`config.mk`:
```
export PLATFORM = sky130hd
export DESIGN_NAME = fpu_normround
export DESIGN_NICKNAME = d
export VERILOG_FILES = /design/src/rtl/fpu_normround.sv
export SDC_FILE = /design/constraint.sdc
export NUM_CORES = 1
export LEC_CHECK = 0
export ABC_CLOCK_PERIOD_IN_PS = 2850
export CORE_ASPECT_RATIO = 1.25
export CORE_MARGIN = 5
export CORE_UTILIZATION = 30
export DETAILED_ROUTE_END_ITERATION = 12
export PLACE_DENSITY_LB_ADDON = 0.2
export REMOVE_ABC_BUFFERS = 1
export SLEW_MARGIN = 40
export SYNTH_ARGS = -nofsm -noshare
export SYNTH_HDL_FRONTEND = slang
export SYNTH_SLANG_ARGS = --single-unit
```
`constraint.sdc`:
```
create_clock -name clk -period 2.85 [get_ports clk]
set_clock_uncertainty 0.1 [all_clocks]
set_input_delay 0.57 -clock clk [delete_from_list [all_inputs] [get_ports clk]]
set_output_delay 0.57 -clock clk [all_outputs]
set_load 0.05 [all_outputs]
```
`src/rtl/fpu_normround.sv`:
```
// fpu_normround: normalise, round-to-nearest-even and pack the FPU adder's raw sum
//   clk, rst_n               : clock, asynchronous active-low reset
//   in_valid/in_ready        : upstream handshake; in_ready is high only in IDLE
//   in_sign/in_exp/in_mant   : sum magnitude {carry, hidden, frac, G, R, sticky}
//   out_valid/out_ready      : downstream handshake; result held while stalled
//   result/ovf/uflow         : packed {sign, exp, frac}, overflow and flush flags
module fpu_normround #(
  parameter int S = 1,
  parameter int E = 8,
  parameter int M = 23
) (
  input  logic             clk,
  input  logic             rst_n,
  input  logic             in_valid,
  output logic             in_ready,
  input  logic             in_sign,
  input  logic [E-1:0]     in_exp,
  input  logic [M+4:0]     in_mant,
  output logic             out_valid,
  input  logic             out_ready,
  output logic [S+E+M-1:0] result,
  output logic             ovf,
  output logic             uflow
);
  typedef enum logic [1:0] {IDLE, NORM, ROUND, DONE} state_t;
  state_t state, state_nx;
  logic sign_q;
  logic signed [E+1:0] exp_q, rexp;
  logic [M+3:0] mant_q;
  logic [M-1:0] rfrac;
  logic accept, special, flush, inc, rcarry, rovf;
  always_ff @(posedge clk or negedge rst_n)
    if (!rst_n) state <= IDLE;
    else state <= state_nx;
  always_comb begin
    accept = in_valid & in_ready;
    special = in_mant == '0 || in_exp == '0 || &in_exp;
    // hidden bit is always 0 in NORM, so reaching exp 1 means the value is subnormal
    flush = exp_q == (E+2)'(1) && !mant_q[M+3];
    inc = mant_q[2] & (mant_q[1] | mant_q[0] | mant_q[3]);
    // all-ones significand plus increment wraps the fraction to zero and bumps the exponent
    rcarry = &mant_q[M+3:3] & inc;
    rfrac = mant_q[M+2:3] + M'(inc);
    rexp = exp_q + (E+2)'(rcarry);
    rovf = rexp >= (E+2)'({E{1'b1}});
    state_nx = state == IDLE  ? (accept ? (special ? DONE : |in_mant[M+4:M+3] ? ROUND : NORM) : IDLE)
             : state == NORM  ? (flush ? DONE : mant_q[M+2] ? ROUND : NORM)
             : state == ROUND ? DONE
             : (out_ready ? IDLE : DONE);
  end
  always_comb begin
    in_ready = state == IDLE;
    out_valid = state == DONE;
  end
  always_ff @(posedge clk or negedge rst_n)
    if (!rst_n) begin
      sign_q <= 1'b0;
      exp_q <= '0;
      mant_q <= '0;
      result <= '0;
      ovf <= 1'b0;
      uflow <= 1'b0;
    end else if (accept) begin
      sign_q <= in_sign;
      ovf <= 1'b0;
      uflow <= in_mant != '0 && in_exp == '0;
      exp_q <= (E+2)'(in_exp) + (E+2)'(in_mant[M+4]);
      // carry-out: shift right, folding the dropped bit into sticky
      mant_q <= in_mant[M+4] ? {in_mant[M+4:2], |in_mant[1:0]} : in_mant[M+3:0];
      // only meaningful for the special cases; other paths overwrite it before DONE
      result <= in_mant == '0 ? '0
              : in_exp == '0 ? {in_sign, (E+M)'(0)}
              : {in_sign, {E{1'b1}}, M'(0)};
    end else if (state == NORM) begin
      if (flush) begin
        result <= {sign_q, (E+M)'(0)};
        uflow <= 1'b1;
      end else begin
        mant_q <= {mant_q[M+2:0], 1'b0};
        exp_q <= exp_q - (E+2)'(1);
      end
    end else if (state == ROUND) begin
      ovf <= rovf;
      result <= rovf ? {sign_q, {E{1'b1}}, M'(0)} : {sign_q, rexp[E-1:0], rfrac};
    end
endmodule

```
# Yosys cells after proc, flatten, opt, wreduce, memory -nomap -nowiden

Cells that the tools add are included.
Widths: inputs -> output; s select.

Register bits after elaboration: 74
Input bits: 41
Output and inout port bits: 36
Logic and storage cells: 74

Add/subtract/negate cells: 4
Magnitude comparators: 1
Equal/unequal tests: 7
Multiplexer cells: 29
Bitwise operators: 5
Reduce and logical (&&, ||, !) cells: 21

Operators by type and width:

| cell                  | number |
|---|---|
| $mux 32               | 5 |
| $mux 27               | 4 |
| $mux 31               | 2 |
| $mux 10               | 3 |
| $logic_not 28->1      | 1 |
| $reduce_bool 28->1    | 1 |
| $reduce_and 24->1     | 1 |
| $add 23x1->23         | 1 |
| $mux 2                | 9 |
| $add 10x1->10         | 1 |
| $eq 10x2->1 const B   | 1 |
| $ge 10x8->1 const B   | 1 |
| $sub 10x2->10 const B | 1 |
| $add 8x1->9           | 1 |
| $logic_not 8->1       | 1 |
| $reduce_and 2->1      | 4 |
| $reduce_and 8->1      | 1 |
| $mux 1                | 6 |
| $reduce_bool 2->1     | 3 |
| $eq 2x2->1 const B    | 2 |
| $ne 2x2->1 const B    | 2 |
| $reduce_or 2->1       | 2 |
| $and 1x1->1           | 3 |
| $ne 3x3->1 const B    | 1 |
| other kinds (7)       | 10 |

# Depth between registers and ports, before layout

Gate-level depths: netlist (run 1).

Word-level depth: 10
Mapped depth: 12
Mapped depth without buffers: 10

# Worst setup path after synthesis (run 1)

Ideal clock, no wire load.

Path kind: register to register
Start: register mant_q[15]
End: register result[10]
Library setup time: 0.083 ns
Data arrival time: 2.635 ns
Required time: 2.667 ns
Setup slack: 0.032 ns
Cell stages (with the launch flop): 12
Buffers on the path: 2
Period minus slack after synthesis: 2.818 ns
Path through: dfrtp_1 > clkbuf_1 > and4_1 > nand4_1 > nor3_1 > ha_1 > and4_1 > nand3_1 > o31ai_4 > nand3b_1 > clkbuf_1 > o21ai_0

Word-level cells in the longest chain between the ends: 8

Ends and longest elaborated chain:

| element                | line | RTL |
|---|---|---|
| from (decl)            | 29   | `logic [M+3:0] mant_q;` |
| from (signal assigned) | 69   | `mant_q <= in_mant[M+4] ? {in_mant[M+4:2], \|in_mant[1:0]} : in_mant[M+3:0];` |
| from (signal assigned) | 79   | `mant_q <= {mant_q[M+2:0], 1'b0};` |
| $reduce_and 24->1      | 42   | `rcarry = &mant_q[M+3:3] & inc;` |
| $and 1x1->1            | 42   |  |
| $add 10x1->10          | 44   | `rexp = exp_q + (E+2)'(rcarry);` |
| $ge 10x8->1            | 45   | `rovf = rexp >= (E+2)'({E{1'b1}});` |
| $mux 31                | 84   | `result <= rovf ? {sign_q, {E{1'b1}}, M'(0)} : {sign_q, rexp[E-1:0], rfrac};` |
| $mux 32                | 82   | `end else if (state == ROUND) begin` |
| $mux 32                | 74   | `end else if (state == NORM) begin` |
| $mux 32                | 63   | `end else if (accept) begin` |
| to (signal assigned)   | 71   | `result <= in_mant == '0 ? '0` |
| to (signal assigned)   | 76   | `result <= {sign_q, (E+M)'(0)};` |
| to (signal assigned)   | 84   |  |
| to (decl)              | 21   | `output logic [S+E+M-1:0] result,` |

No other way between the ends. The select of a mux whose other input is x is not followed.
A chain may end at the register's enable or synchronous reset.

# Final worst setup path (run 1)

Start: register mant_q[7]
End: register result[23]

Word-level cells in the longest chain between the ends: 8

Ends and longest elaborated chain:

| element               | line |
|---|---|
| $reduce_and 24->1 (*) | 42 |
| $and 1x1->1 (*)       | 42 |
| $add 10x1->10 (*)     | 44 |
| $ge 10x8->1           | 45 |
| $mux 31 (*)           | 84 |
| $mux 32 (*)           | 82 |
| $mux 32 (*)           | 74 |
| $mux 32 (*)           | 63 |

Every way passes the cells marked *; elsewhere a longest branch is shown, timed or not. The select of a mux whose other input is x is not followed.

==> results of run 1 <==
-- state kept, by name, indices dropped and copies added, names as in the netlist --
register  flops
result       32
mant_q       27
exp_q        10
state         2
ovf           1
sign_q        1
uflow         1
-- kinds of logic after synthesis --
kind of cell | Yosys count | synth area share [%]
AND/OR/NAND/NOR | 230 | 25.2
XOR/XNOR | 43 | 8.39
buffers and inverters | 45 | 4.46
adder cells (fa/ha/maj) | 7 | 1.95
flip-flops | 74 | 41.3
AO/OA/AOI/OAI | 121 | 18.0
multiplexers | 3 | 0.725
-- synthesized netlist by cell type (2+ instances only) --
cell / number / area share (%)
ha_1: 7 / 2.0
buf_2: 7 / 0.78
nor2b_1: 26 / 3.6
and3_1: 5 / 0.70
o32ai_1: 2 / 0.39
nand4_1: 13 / 1.8
clkbuf_1: 26 / 2.2
nand3_1: 23 / 2.6
nor2_1: 23 / 1.9
a31oi_1: 27 / 3.8
o31ai_4: 2 / 0.95
a21oi_1: 13 / 1.4
o21ai_0: 34 / 3.8
and4_1: 6 / 1.2
buf_6: 3 / 0.75
nand2b_1: 5 / 0.70
or2_2: 2 / 0.28
and2_1: 2 / 0.28
xor2_1: 22 / 4.3
a211o_1: 8 / 1.6
dfrtp_1: 74 / 41
nor4_1: 12 / 1.7
mux2_2: 2 / 0.50
a211oi_1: 25 / 4.2
nor3_1: 4 / 0.45
o211ai_1: 2 / 0.33
xnor2_1: 21 / 4.1
nand2_1: 101 / 8.4
or4_1: 3 / 0.50
inv_1: 8 / 0.67
-- stage by stage --
stage / utilization, % / instance area (µm²) / hold WS [ns] / std cells / power, µW
after floorplan: - / 4320 / 0.174 / 486 / 4160
after global placement: 38.0 / 5640 / 0.340 / 785 / 5530
after detailed placement: 38.1 / 5640 / 0.355 / 785 / 5590
after CTS: 40.0 / 5940 / 0.195 / 800 / 6730
after global routing: 40.3 / 5970 / 0.233 / 802 / 7190
final: 40.3 / 5970 / 0.134 / 802 / 6690
-- routing by layer --
| layer | part of all wire [%] | wire length, µm | up-vias |
|---|---|---|---|
| met5 | 0 | 0 | - |
| li1 | - | - | 2059 |
| met2 | 50 | 6320 | 88 |
| met3 | 4.0 | 512 | 7 |
| met1 | 45 | 5710 | 2002 |
| met4 | 0.99 | 126 | 0 |
-- area by class of cell --
class                           count  area, µm²  share of cell area [%]
Tap cell                          182        228                    3.82
Sequential cell                    74       1850                    31.0
Timing Repair Buffer              119       1110                    18.6
Clock inverter                      3       40.0                   0.671
Inverter                            8       30.0                   0.503
Clock buffer                       12        246                    4.13
Multi-Input combinational cell    404       2460                    41.3
-- worst paths after layout --
path                       slack, ns  startpoint          to
setup / recovery                0.16   mant_q[7]  result[23]
hold / removal                  0.13       rst_n    exp_q[3]
setup reg to reg                0.16   mant_q[7]  result[23]
hold reg to reg                 0.36      sign_q      sign_q
max in group asynchronous       2.01       rst_n  mant_q[19]
min in group clk                0.36      sign_q      sign_q
-- repair_timing --
action	in CTS	in global routing
pin swaps	0	3
hold buffers	0	0
cloned	0	0
buffers inserted	0	2
endpoints found under the setup margin	3	30
resized for setup	1	5
-- power groups by stage --
stage	combinational [µW]	clock (µW)	sequential (µW)
finish	3640	1100	1940
global placement	3580	0	1950
detailed placement	3620	0	1960
CTS	3640	1140	1950
global route	3990	1180	2020
floorplan	1470	0	2690
==> results.toml, run 1 <==
[run_status]
status = "complete, no violations"

[power_and_ir_drop]
switching_power_uw = 3000
peakVddDrop_mv = 0.329
power.share.clock_pct = 16.5
seqPwrFrac_pct = 29.0
p_per_area_nw_per_um2 = 1120
p_int_uw = 3680
total_leakage_power_uw = 0.00237
combPwrFrac_pct = 54.4
swShare_pct = 44.9

[clock_tree]
cts_buffer_depth = 2
cts_sinks = 74
path_clk_slew_ns = 0.05
cts_tree = "built"
cts_made_buffers = 9
clock_latency_ns = 0.33
htreeDepth = 3
clockRootBuffer = "clkbuf_16"

[logic_synthesis]
yosys_warnings = 0
synth_area_per_cell_um2 = 8.58
synth_cell_types = 45
ys.flop_type = "dfrtp_1"
seq_area_frac_synth_pct = 41.3
async_reset_ff_share_pct = 100
ys_seq_elements = 74
syn_area_um2 = 4490
synth_edf_count = 0
syn_inst = 523

[worst_setup_path]
crit_cells = 11
crit_slowest_cell = "dfrtp_1"
slowest_delay_ns = 0.34
reg2regPathDepth = 11
crit_top_cell = "nand4_1"
crit_family = "simple AND/OR/NAND/NOR gates"
critPathKind = "flop to flop"
arrival_ns = 2.80
worstPathRequired_ns = 2.96
crit_buf_inv = 1
endpoint_kind = "flop"
critPathLaunchType = "flop"
cp_max_fo = 8
crit_chain = "nand4_1 > nor2_2 > nand4_1 > nor3_2 > ha_1 > nand4_1 > xnor2_2 > o31ai_4 > buf_6 > a21oi_1 > a211o_1"

[global_route]
grt_pass1_wl_um = 21300
top_usage_layer = "met2"
antenna_found_initial = 0
grtUsageMet1_pct = 19.2
grt_use_total_pct = 14.8
use_met3_pct = 2.54
use_met2_pct = 25.1
grt_pass1_vias = 4258
grt_max_degree = 75
gr-total-overflow = 0

[timing]
max_clock_freq_mhz = 372
slew_viol_final = 0
hold_violations = 0
worst_pin_slew_ns = 0.741
fin_tns_setup_ns = 0
postLayoutSetupSlackWorst_ns = 0.165
setup_viol = 0
layout_worst_path_cycle_share_pct = 94.2
slew_headroom_pct = 50.5
final.min_clock_period_ns = 2.69

[finish]
antennaDiodeCount = 0
n_fill_cell = 1472
drive_above_1_share_pct = 11.9
layout_commonest_cell = "nand2_1"
final_cell_mix = "nand2_1 (100), dfrtp_1 (74), clkdlybuf4s50_1 (74)"
synthToLayoutAreaGrowth_pct = 33.0
fin_nets = 664

[placement]
io_buffers = 76
place_congestion = 0.891
place_ws_ns = -0.0138
place_hpwl_um = 9350

[die]
die_h_um = 147
start_util_pct = 30.3
dieArea_um2 = 17500
row_count = 50
io_pins = 77
die_x_um = 119
coreArea_um2 = 14800

[routing]
firstDrtPassIters = 4
viasPerCell = 5.18
ant_nets = 0
wl_per_cell_um = 15.8
wl_um = 12700
vias = 4156
drt_iter0_drc = 174
route.detailed.drc = 0

[run]
drv_cap = 0

[worst_hold_path]
hp-class = "primary input to asynchronous set/reset pin"
Note: power is estimated with default switching activity, not from simulation.
==> run 2, diff against run 1 <==
--- a/config.mk
+++ b/config.mk
@@ -12,7 +12,6 @@
 export DETAILED_ROUTE_END_ITERATION = 12
 export PLACE_DENSITY_LB_ADDON = 0.2
 export REMOVE_ABC_BUFFERS = 1
-export SLEW_MARGIN = 40
 export SYNTH_ARGS = -nofsm -noshare
 export SYNTH_HDL_FRONTEND = slang
 export SYNTH_SLANG_ARGS = --single-unit
==> run 2 against run 1 <==
Net effect: largest cell class unchanged; clock power is essentially flat; largest power group unchanged; clock-buffer cell count stayed put; non-clock buffer count stayed put; global-route usage is the same; combinational power barely moved; critical path depth is the same; first-iteration DRC count rose by 2.3%; wire length shrank 0.20%; register-to-register slack about the same; power hardly changed; critical endpoint unchanged; hold slack gained 0.13 ns.
==> results.toml, run 2 (synthesis gave the netlist of run 1 again) <==
[routing]
wl_per_cell_um = 15.8
wl_um = 12600
viasPerCell = 5.19
route.detailed.drc = 0
firstDrtPassIters = 4
vias = 4165
ant_nets = 0
drt_iter0_drc = 178

[clock_tree]
htreeDepth = 3
clockRootBuffer = "clkbuf_16"
ctsHoldBuffers = 0
clock_latency_ns = 0.33
cts_sinks = 74
cts_made_buffers = 9
cts_tree = "built"
cts_buffer_depth = 2
path_clk_slew_ns = 0.05

[global_route]
use_met3_pct = 2.54
grt_pass1_vias = 4258
antenna_found_initial = 0
grt_use_total_pct = 14.8
top_usage_layer = "met2"
grt_pass1_wl_um = 21300
grtUsageMet1_pct = 19.2
gr-total-overflow = 0
grt_max_degree = 75
use_met2_pct = 25.1

[timing]
fin_tns_setup_ns = 0
slew_viol_final = 0
setup_viol = 0
worst_pin_slew_ns = 0.962
hold_violations = 0
final.min_clock_period_ns = 2.68
max_clock_freq_mhz = 373
slew_headroom_pct = 35.8
layout_worst_path_cycle_share_pct = 94.2

[placement]
place_hpwl_um = 9350
dpl_cell_area_um2 = 5640
io_buffers = 76
place_congestion = 0.891

[die]
die_x_um = 119
io_pins = 77
start_util_pct = 30.3
coreArea_um2 = 14800
dieArea_um2 = 17500
row_count = 50
die_h_um = 147

[power_and_ir_drop]
swShare_pct = 44.9
power.share.clock_pct = 16.5
total_leakage_power_uw = 0.00237
seqPwrFrac_pct = 29.1
p_per_area_nw_per_um2 = 1120
combPwrFrac_pct = 54.4
peakVddDrop_mv = 0.328
switching_power_uw = 3000
p_int_uw = 3680

[worst_setup_path]
arrival_ns = 2.80
crit_top_cell = "nand4_1"
crit_buf_inv = 1
crit_chain = "nand4_1 > nor2_2 > nand4_1 > nor3_2 > ha_1 > nand4_1 > xnor2_2 > o31ai_4 > buf_6 > a21oi_1 > a211o_1"
endpoint_kind = "flop"
crit_slowest_cell = "dfrtp_1"
cp_max_fo = 8
critPathLaunchType = "flop"
crit_family = "simple AND/OR/NAND/NOR gates"
critPathKind = "flop to flop"
slowest_delay_ns = 0.34
worstPathRequired_ns = 2.96

[finish]
fin_area_um2 = 5960
fin_nets = 664
regMostFlops = "result"
n_fill_cell = 1471
top_regs = "result x32, mant_q x27, exp_q x10"
regArea_um2 = 1850
largest_register_ffs = 32
synthToLayoutAreaGrowth_pct = 32.9
drive_above_1_share_pct = 11.8
layout_commonest_cell = "nand2_1"
multiInputGateArea_um2 = 2460
antennaDiodeCount = 0
final_cell_mix = "nand2_1 (100), dfrtp_1 (74), clkdlybuf4s50_1 (74)"

[run]
drv_cap = 0

[run_status]
status = "complete, no violations"

[worst_hold_path]
hp-class = "primary input to asynchronous set/reset pin"
[run 2: cell counts in the layout (fill, tap and decap cells not counted)]
Identical to the previous run, type by type.
[run 2: repair_timing]
action                                  in CTS  in global routing
pin swaps                                    0                  3
setup buffers                                0                  2
endpoints found under the setup margin       3                 30
resized for setup                            1                  5
[run 2: cell type report]
cell class	instances	share of cell area, %
timing repair buffer	119	18.5
clock inverter	3	0.671
multi-input combinational	404	41.3
sequential	74	31.1
clock buffer	12	4.13
inverter	8	0.504
tap	182	3.82
[run 2: final timing paths]
check / start / end / slack (ns) / depth (start not counted)
hold reg to reg: sign_q / sign_q / 0.36 / 2
max in group asynchronous: rst_n / mant_q[19] / 1.74 / 1
setup / recovery: mant_q[7] / result[23] / 0.17 / 11
min in group clk: sign_q / sign_q / 0.36 / 2
setup reg to reg: mant_q[7] / result[23] / 0.17 / 11
hold / removal: rst_n / exp_q[3] / 0.26 / 1
[run 2: metrics by stage]
step                utilization, %  instances  worst slack, ns  hold slack, ns  power [µW]
floorplan                        -        486           -0.424           0.174        4160
global placement              38.0        785           0.0754           0.340        5530
detailed placement            38.0        785          -0.0138           0.355        5590
CTS                           40.0        800           0.0899           0.336        6730
global route                  40.2        802         -0.00114           0.387        7190
finish                        40.2        802            0.166           0.261        6680
[run 2: layer usage]
metal	vias up	wire, µm
li1	2059	-
met1	2012	5680
met2	87	6310
met3	7	530
met4	0	126
met5	-	0
[run 2: power groups by stage]
stage	registers (µW)	logic (µW)	clock network, µW
CTS	1950	3640	1140
detailed placement	1960	3620	0
global placement	1950	3580	0
floorplan	2690	1470	0
global route	2020	3980	1180
finish	1940	3640	1100
